**src/rtl/fetch_sequencer_if.sv**
```systemverilog
// Bundle of the fetch sequencer's memory, decode, redirect and status signals.
// The master modport is the sequencer side; slave is its surrounding front end.
interface fetch_sequencer_if;
  logic [31:0] imem_addr;
  logic [31:0] imem_data;
  logic        inst_valid;
  logic        inst_ready;
  logic [31:0] inst_code;
  logic [31:0] inst_pc;
  logic        redirect_valid;
  logic [31:0] redirect_pc;
  logic        halt_req;
  logic        halted;
  logic        fetch_error;
  logic [31:0] retired_count;

  modport master (
    output imem_addr,
    input  imem_data,
    output inst_valid,
    input  inst_ready,
    output inst_code,
    output inst_pc,
    input  redirect_valid,
    input  redirect_pc,
    input  halt_req,
    output halted,
    output fetch_error,
    output retired_count
  );

  modport slave (
    input  imem_addr,
    output imem_data,
    input  inst_valid,
    output inst_ready,
    input  inst_code,
    input  inst_pc,
    output redirect_valid,
    output redirect_pc,
    output halt_req,
    input  halted,
    input  fetch_error,
    input  retired_count
  );
endinterface

```
**src/rtl/fetch_sequencer.sv**
```systemverilog
// Instruction fetch controller: owns the PC, fetches into a 2-entry queue and
// hands words to decode, handling redirects, halts and misaligned-target faults.
module fetch_sequencer #(
  parameter logic [31:0] RESET_PC = 32'h0000_0000
) (
  input logic               clock,
  input logic               reset,
  fetch_sequencer_if.master bus
);

  typedef enum logic [1:0] {
    IDLE = 2'd0,
    RUN  = 2'd1,
    HALT = 2'd2
  } state_t;

  state_t      state_r;
  state_t      state_next_s;
  logic [31:0] pc_r;
  logic [31:0] pc_next_s;
  logic [1:0]  count_r;
  logic [1:0]  count_next_s;
  logic        error_r;
  logic        error_next_s;
  logic [31:0] retired_r;
  logic [31:0] q_pc_r   [0:1];
  logic [31:0] q_code_r [0:1];
  logic        pop_s;
  logic        fetch_s;
  logic        push_slot_s;

  assign bus.imem_addr     = pc_r;
  assign bus.inst_valid    = (count_r != 2'd0);
  assign bus.inst_code     = q_code_r[0];
  assign bus.inst_pc       = q_pc_r[0];
  assign bus.halted        = (state_r == HALT);
  assign bus.fetch_error   = error_r;
  assign bus.retired_count = retired_r;

  // Next-state, PC and queue-occupancy decisions; redirect overrides halt and fetch.
  always_comb begin
    state_next_s = state_r;
    pc_next_s    = pc_r;
    count_next_s = count_r;
    error_next_s = error_r;
    pop_s        = (count_r != 2'd0) && bus.inst_ready;
    fetch_s      = (state_r == RUN) && !bus.redirect_valid && !bus.halt_req &&
                   ((count_r != 2'd2) || pop_s);
    push_slot_s  = (count_r == 2'd2) || ((count_r == 2'd1) && !pop_s);
    case (state_r)
      IDLE:    state_next_s = RUN;
      RUN: begin
        if (bus.halt_req) begin
          state_next_s = HALT;
        end else begin
          state_next_s = RUN;
        end
      end
      HALT:    state_next_s = HALT;
      default: state_next_s = IDLE;
    endcase
    if (bus.redirect_valid) begin
      count_next_s = 2'd0;
      if (bus.redirect_pc[1:0] == 2'b00) begin
        pc_next_s    = bus.redirect_pc;
        state_next_s = RUN;
      end else begin
        error_next_s = 1'b1;
        state_next_s = HALT;
      end
    end else begin
      count_next_s = count_r - {1'b0, pop_s} + {1'b0, fetch_s};
      if (fetch_s) begin
        pc_next_s = pc_r + 32'd4;
      end else begin
        pc_next_s = pc_r;
      end
    end
  end

  // Control registers and retirement counter.
  always_ff @(posedge clock) begin
    if (reset) begin
      state_r   <= IDLE;
      pc_r      <= RESET_PC;
      count_r   <= 2'd0;
      error_r   <= 1'b0;
      retired_r <= 32'd0;
    end else begin
      state_r   <= state_next_s;
      pc_r      <= pc_next_s;
      count_r   <= count_next_s;
      error_r   <= error_next_s;
      retired_r <= retired_r + {31'd0, pop_s};
    end
  end

  // Shift queue: slot 0 is the head; a push lands in the first free slot after the pop.
  always_ff @(posedge clock) begin
    if (reset) begin
      q_pc_r[0]   <= 32'd0;
      q_pc_r[1]   <= 32'd0;
      q_code_r[0] <= 32'd0;
      q_code_r[1] <= 32'd0;
    end else begin
      if (pop_s) begin
        q_pc_r[0]   <= q_pc_r[1];
        q_code_r[0] <= q_code_r[1];
      end
      if (fetch_s) begin
        q_pc_r[push_slot_s]   <= pc_r;
        q_code_r[push_slot_s] <= bus.imem_data;
      end
    end
  end

endmodule

```
**src/flat_wrapper.sv**
```systemverilog
// flat-port wrapper written by rule: the top's interface ports become plain ports
module fetch_sequencer_flat 
#(
  parameter logic [31:0] RESET_PC = 32'h0000_0000
)
  (clock, reset, bus_imem_addr, bus_imem_data, bus_inst_valid, bus_inst_ready, bus_inst_code, bus_inst_pc, bus_redirect_valid, bus_redirect_pc, bus_halt_req, bus_halted, bus_fetch_error, bus_retired_count);
  fetch_sequencer_if bus_i ();
  input logic clock;
  input logic reset;
  output wire logic [$bits(bus_i.imem_addr)-1:0] bus_imem_addr;
  input wire logic [$bits(bus_i.imem_data)-1:0] bus_imem_data;
  output wire logic [$bits(bus_i.inst_valid)-1:0] bus_inst_valid;
  input wire logic [$bits(bus_i.inst_ready)-1:0] bus_inst_ready;
  output wire logic [$bits(bus_i.inst_code)-1:0] bus_inst_code;
  output wire logic [$bits(bus_i.inst_pc)-1:0] bus_inst_pc;
  input wire logic [$bits(bus_i.redirect_valid)-1:0] bus_redirect_valid;
  input wire logic [$bits(bus_i.redirect_pc)-1:0] bus_redirect_pc;
  input wire logic [$bits(bus_i.halt_req)-1:0] bus_halt_req;
  output wire logic [$bits(bus_i.halted)-1:0] bus_halted;
  output wire logic [$bits(bus_i.fetch_error)-1:0] bus_fetch_error;
  output wire logic [$bits(bus_i.retired_count)-1:0] bus_retired_count;
  assign bus_imem_addr = bus_i.imem_addr;
  assign bus_i.imem_data = bus_imem_data;
  assign bus_inst_valid = bus_i.inst_valid;
  assign bus_i.inst_ready = bus_inst_ready;
  assign bus_inst_code = bus_i.inst_code;
  assign bus_inst_pc = bus_i.inst_pc;
  assign bus_i.redirect_valid = bus_redirect_valid;
  assign bus_i.redirect_pc = bus_redirect_pc;
  assign bus_i.halt_req = bus_halt_req;
  assign bus_halted = bus_i.halted;
  assign bus_fetch_error = bus_i.fetch_error;
  assign bus_retired_count = bus_i.retired_count;
  fetch_sequencer #(.RESET_PC(RESET_PC)) u_core (.clock(clock), .reset(reset), .bus(bus_i));
endmodule
```
**config.mk**
```make
export PLATFORM = sky130hd
export DESIGN_NAME = fetch_sequencer_flat
export DESIGN_NICKNAME = d
export VERILOG_FILES = /design/src/rtl/fetch_sequencer_if.sv /design/src/rtl/fetch_sequencer.sv /design/src/flat_wrapper.sv
export SDC_FILE = /design/constraint.sdc
export NUM_CORES = 1
export LEC_CHECK = 0
export BUFFER_PORTS_ARGS = -buffer_cell sky130_fd_sc_hd__buf_4
export CAP_MARGIN = 20
export CORE_AREA = 2 2 139 127
export CTS_CLUSTER_SIZE = 24
export DETAILED_ROUTE_END_ITERATION = 8
export DIE_AREA = 0 0 141 129
export HOLD_SLACK_MARGIN = 0.02
export PLACE_DENSITY = 0.78
export SLEW_MARGIN = 20
export SYNTH_ARGS = -nofsm -noshare
export SYNTH_HDL_FRONTEND = slang
export SYNTH_SLANG_ARGS = --single-unit
```
**constraint.sdc**
```tcl
create_clock -name clock -period 3.6 [get_ports clock]
set_clock_uncertainty 0.05 [all_clocks]
set_input_delay 0.18 -clock clock [delete_from_list [all_inputs] [get_ports clock]]
set_output_delay 0.18 -clock clock [all_outputs]
set_load 0.03 [all_outputs]
```
==> After elaboration in Yosys (flattened, before gate mapping) <==
Memory sizes are Yosys's and may differ from the RTL's.
Cells that the tools add are included.
{ "classes": {"n_addsub": 4, "n_eq_ne": 6, "n_mux": 23, "bitwise": 3, "reduce_logical": 19} }
{ "ops": {"columns": ["cell", "count"], "rows": [
  ["32-bit 2-to-1 mux", 7],
  ["32-bit OR reduction", 2],
  ["32-bit by 1-bit adder with 32-bit output", 1],
  ["32-bit by 3-bit adder with 32-bit output, second input constant", 1],
  ["1-bit 2-to-1 mux", 12],
  ["2-bit 2-to-1 mux", 3],
  ["2-bit one-hot mux with 3 select lines", 1],
  ["1-bit logical AND", 5],
  ["2-bit by 1-bit == test with 1-bit output, second input constant", 2],
  ["2-bit == test, second input constant", 2],
  ["2-bit logical NOT", 2],
  ["2-bit AND reduction", 2],
  ["2-bit nonzero test", 2],
  ["1-bit logical NOT", 3],
  ["2-bit by 1-bit adder with 2-bit output", 1],
  ["1-bit logical OR", 2],
  ["2-bit by 1-bit inequality test with 1-bit output, second input constant", 1],
  ["2-bit inequality test, second input constant", 1],
  ["1-bit OR", 2],
  ["2-bit OR reduction", 1],
  ["2-bit by 1-bit subtractor with 2-bit output", 1],
  ["1-bit inverter", 1]
]} }
{ "word_totals": {"regBits": 69, "ramBits": 128, "inputBits": 69, "n_memories": 2} }
{ "memory_table": {"columns": ["name", "words", "word_bits", "read_ports", "rd_ports_with_merged_regs", "wr", "line", "source"], "rows": [
  ["u_core.q_code_r", 2, 32, 2, 0, 2, "fetch_sequencer.sv:27", "logic [31:0] q_code_r [0:1];"],
  ["u_core.q_pc_r", 2, 32, 2, 0, 2, "fetch_sequencer.sv:26", "logic [31:0] q_pc_r [0:1];"]
]} }

==> Logic depth before layout (Yosys ltp) <==
{ "logic_depth": {"word_depth": 9, "depth_mapped": 11} }

==> Least setup slack after synthesis <==
OpenSTA, ideal clock, no wires.
{ "synth_path": {"path_type": "register to register", "start": "register u_core.state_r[0]", "end": "memory u_core.q_code_r[0][0], enable pin", "setup_time_ns": 0.424, "arrival_ns": 2.698, "path_slack_ns": 0.428, "path_stages_with_launch": 7, "cell_sequence": "dfxtp_1 > nor3b_1 > nand2_1 > nor3_2 > buf_4 > buf_4 > or3_1"} }
{ "synth_lines": {"columns": ["item", "line", "source"], "rows": [
  ["start: declaration", "fetch_sequencer.sv:17", "state_t state_r;"],
  ["start signal: assignment", "fetch_sequencer.sv:90", "state_r <= state_next_s;"],
  ["end: declaration", "fetch_sequencer.sv:27", null]
]} }

==> Worst setup path after layout <==
{ "layout_path": {"start": "register u_core.count_r[1]", "end": "register u_core.retired_r[22] (netlist: u_core.bus.retired_count[22])"} }
{ "layout_via": {"elab_chain_len": 3} }
{ "layout_rtl": {"columns": ["item", "line", "source"], "rows": [
  ["start: declaration", "fetch_sequencer.sv:21", "logic [1:0] count_r;"],
  ["start signal: assignment", "fetch_sequencer.sv:92", "count_r <= count_next_s;"],
  ["2-bit nonzero test", "fetch_sequencer.sv:46", "pop_s = (count_r != 2'd0) && bus.inst_ready;"],
  ["1-bit logical AND", "fetch_sequencer.sv:46", null],
  ["32-bit by 1-bit adder with 32-bit output", "fetch_sequencer.sv:94", "retired_r <= retired_r + {31'd0, pop_s};"],
  ["end signal: assignment", "fetch_sequencer.sv:94", null],
  ["end: declaration", "fetch_sequencer.sv:25", "logic [31:0] retired_r;"]
]} }
No other way between the ends.
A chain may end at the register's enable or synchronous reset.

==> impl_metrics.env <==
export IMPL_area_growth_pct=30.2
export IMPL_synth_most_common_cell="nand2_1"
export IMPL_worst_r2r_endpoint="u_core.bus.retired_count[22]"
export IMPL_worstReg2RegStart="u_core.count_r[1]"
export IMPL_whs_path_depth=3
export IMPL_clock_sinks=197
export IMPL_highest_layer="met4"
export IMPL_num_rows=45
export IMPL_hold_class="input port to register"
export IMPL_critPathMostFrequentCell="ha_1"
export IMPL_cp_required_ns=3.91
export IMPL_crit_path_max_fanout=11
export IMPL_grt_overflow_total=0
export IMPL_grt_first_pass_wirelength_um=35100
export IMPL_die_y_um=129
export IMPL_ys_seq_elements=197
export IMPL_arrival_ns=2.97
export IMPL_crit_path_end_kind="register"
export IMPL_nets=1153
export IMPL_totalNegativeSetupSlack_ns=0
export IMPL_finalCritPeriodShare_pct=74.0
export IMPL_p_per_area_mw_per_mm2=420
export IMPL_route_detailed_drc=0
export IMPL_holdPathEnd="u_core.bus.fetch_error"
export IMPL_die_w_um=141
export IMPL_cts_tree="done"
export IMPL_cts_setup_buffers=0
export IMPL_netlist_top_cells_area="edfxtp_1 43%, dfxtp_1 16%, nand2_1 6.9%, and2_1 4.8%, o21ai_0 4.6%"
export IMPL_routed_wl_um=22600
export IMPL_crit_path_max_incr_delay_ns=0.40
export IMPL_cts_max_path_buffers=2
export IMPL_rr_worst_depth=8
export IMPL_setup_slack_ns=0.934
export IMPL_startpoint_type="register"
export IMPL_dpl_worst_slack_ns=0.975
export IMPL_grt_setup_unrepaired="no"
export IMPL_yosys_cell_types_count=64
export IMPL_multi_input_area_mm2=0.00336
export IMPL_maxCapViolations=0
export IMPL_drt_first_pass_iters=5
export IMPL_vias=7213
export IMPL_power_mw=4.85
export IMPL_synth_ff_type="edfxtp_1"
export IMPL_cp_slowest_cell="or3_1"
export IMPL_cts_root_buf="clkbuf_16"
export IMPL_io_pin_count=200
export IMPL_wl_met1_um=9510
export IMPL_tightest_slew_ns=0.948
export IMPL_ir_drop_uv=337
export IMPL_cts_buffers=17
export IMPL_layout_drive_gt1_share_pct=24.2
export IMPL_viasPerCell=5.54
export IMPL_die_area_mm2=0.0182
export IMPL_synth_nets=936
export IMPL_grt_antenna_before_repair=0
export IMPL_leakage_nw=4.45
export IMPL_dp_hpwl_um=14300
export IMPL_syn_inst=861
export IMPL_syn_mean_instance_area_um2=10.3
export IMPL_insertion_delay_ns=0.43
export IMPL_drt_iter0_drc=524
export IMPL_setup_viol=0
export IMPL_seq_area_frac_synth_pct=58.9
export IMPL_core_area_mm2=0.0167
export IMPL_netlist_area_leader_share_pct=43.4
export IMPL_portBuffers=199
export IMPL_start_util_pct=53.0
export IMPL_ys_warn_count=0
export IMPL_synth_area_mm2=0.00886
export IMPL_wl_per_cell_um=17.3
export IMPL_grt_usage_pct=24.8
export IMPL_path_class="register to register"
export IMPL_fillers=1249
export IMPL_finalHoldViolCount=0
export IMPL_antenna_cells=0
export IMPL_status="finished clean"
export IMPL_synth_top_cell_by_area="edfxtp_1"
export IMPL_grt_max_degree=73
export IMPL_period_needed_ns=2.67
export IMPL_crit_chain="or2_2, and2_1, ha_1, ha_1, and4_1, nand3_1, or3_1, a21oi_1"
export IMPL_grt_pass1_vias=6766
export IMPL_postRouteAntennaNets=0
export IMPL_gp_congestion=0.842
export IMPL_fmax_ghz=0.375
export IMPL_wl_met3_um=1620
export IMPL_cts_clk_slew_worst_paths_ns=0.07
export IMPL_wl_met2_um=11000
export IMPL_hold_start="bus_redirect_pc[1]"
export IMPL_drv_slew=0
export IMPL_max_slew_margin_pct=36.8
export IMPL_async_flop_share_pct=0
export IMPL_ys_top_cells_by_count="162 x nand2_1, 128 x edfxtp_1, 82 x o21ai_0, 69 x dfxtp_1, 68 x and2_1"
export IMPL_htree_levels=4
export IMPL_reg2reg_slack_ns=0.93
export IMPL_synth_edf_count=128
export IMPL_regArea_mm2=0.00523
report_power, final:
group          internal (mW)  switching (mW)  total, mW
logic                  0.179           0.253      0.432
clock network          0.985           0.909       1.89
registers               2.48          0.0519       2.53
metrics by stage:
| stage | area (um^2) | hold slack [ns] | cells | util, % |
|---|---|---|---|---|
| after floorplan | 8860 | 0.266 | 861 | - |
| after global placement | 10500 | 0.387 | 1223 | 62.7 |
| after detailed placement | 10500 | 0.395 | 1223 | 62.7 |
| after CTS | 11500 | 0.0255 | 1302 | 69.0 |
| after global routing | 11500 | 0.0557 | 1302 | 69.0 |
| final | 11500 | 0.0369 | 1302 | 69.0 |
logic make-up (layout without fill, tap and decap cells):
group	count (synthesis)	after routing	share of synthesized area [%]
AO/OA/AOI/OAI	151	151	9.95
adder cells (fa/ha/maj)	6	6	0.847
buffers and inverters	69	299	3.43
flip-flops	197	197	58.9
AND/OR/NAND/NOR	403	403	23.2
XOR/XNOR	27	27	2.67
multiplexers	8	8	0.932
how the worst max path moves through the flow:
stage / start / endpoint / slack (ns)
after floorplan: u_core.state_r[0] / u_core.q_code_r[0][0] / 0.43
after global placement: u_core.count_r[1] / u_core.bus.retired_count[26] / 1.07
after detailed placement: u_core.count_r[1] / u_core.bus.retired_count[26] / 0.97
after CTS: u_core.count_r[1] / u_core.bus.retired_count[22] / 0.93
after global routing: u_core.count_r[1] / u_core.bus.retired_count[20] / 0.70
final: u_core.count_r[1] / u_core.bus.retired_count[22] / 0.93
final cells by class:
cell class / count / share of cell area (%)
timing repair buffer: 256 / 17.9
tap: 211 / 2.29
clock buffer: 17 / 3.69
sequential: 197 / 45.3
multi-input combinational: 595 / 29.1
clock inverter: 15 / 1.41
inverter: 11 / 0.358
repair_timing:
action	in CTS	in global routing
endpoints found under the setup margin	0	0
gates resized for setup	0	0
hold buffers	47	0
endpoints found under the hold margin	79	0
routing by layer:
| metal | vias up | GRT usage (%) |
|---|---|---|
| li1 | 3491 | - |
| met1 | 3389 | 32.6 |
| met2 | 304 | 40.8 |
| met3 | 29 | 6.03 |
| met4 | 0 | 8.65 |
| met5 | - | 0 |
cells in the final DEF (no fill, tap or decap), types with 16 or more instances in the layout:
cell type and n:
xor2_1 16, nand4_1 24, nor2_1 46, edfxtp_1 128, dlygate4sd3_1 47, nand2_1 162
dfxtp_1 69, buf_4 207, nor3_1 18, o21ai_0 82, clkbuf_16 17, a21oi_1 29
and2_1 68, nand3_1 22
state kept, by name (all words and copies together) (netlist names):
name / cells
u_core.q_code_r: 64
u_core.bus.imem_addr: 32
u_core.q_pc_r: 64
u_core.bus.retired_count: 32
u_core.state_r: 2
u_core.bus.fetch_error: 1
u_core.count_r: 2
worst max-delay path, delay by kind of cell, from the launching register on:
kind / cells / cell delay (ns)
and+or+nand+nor: 5 / 1.39
AOI/OAI and AO/OA: 1 / 0.17
DFF: 1 / 0.39
adders and majority gates: 2 / 0.58
Power figures use the tool's default switching activity.
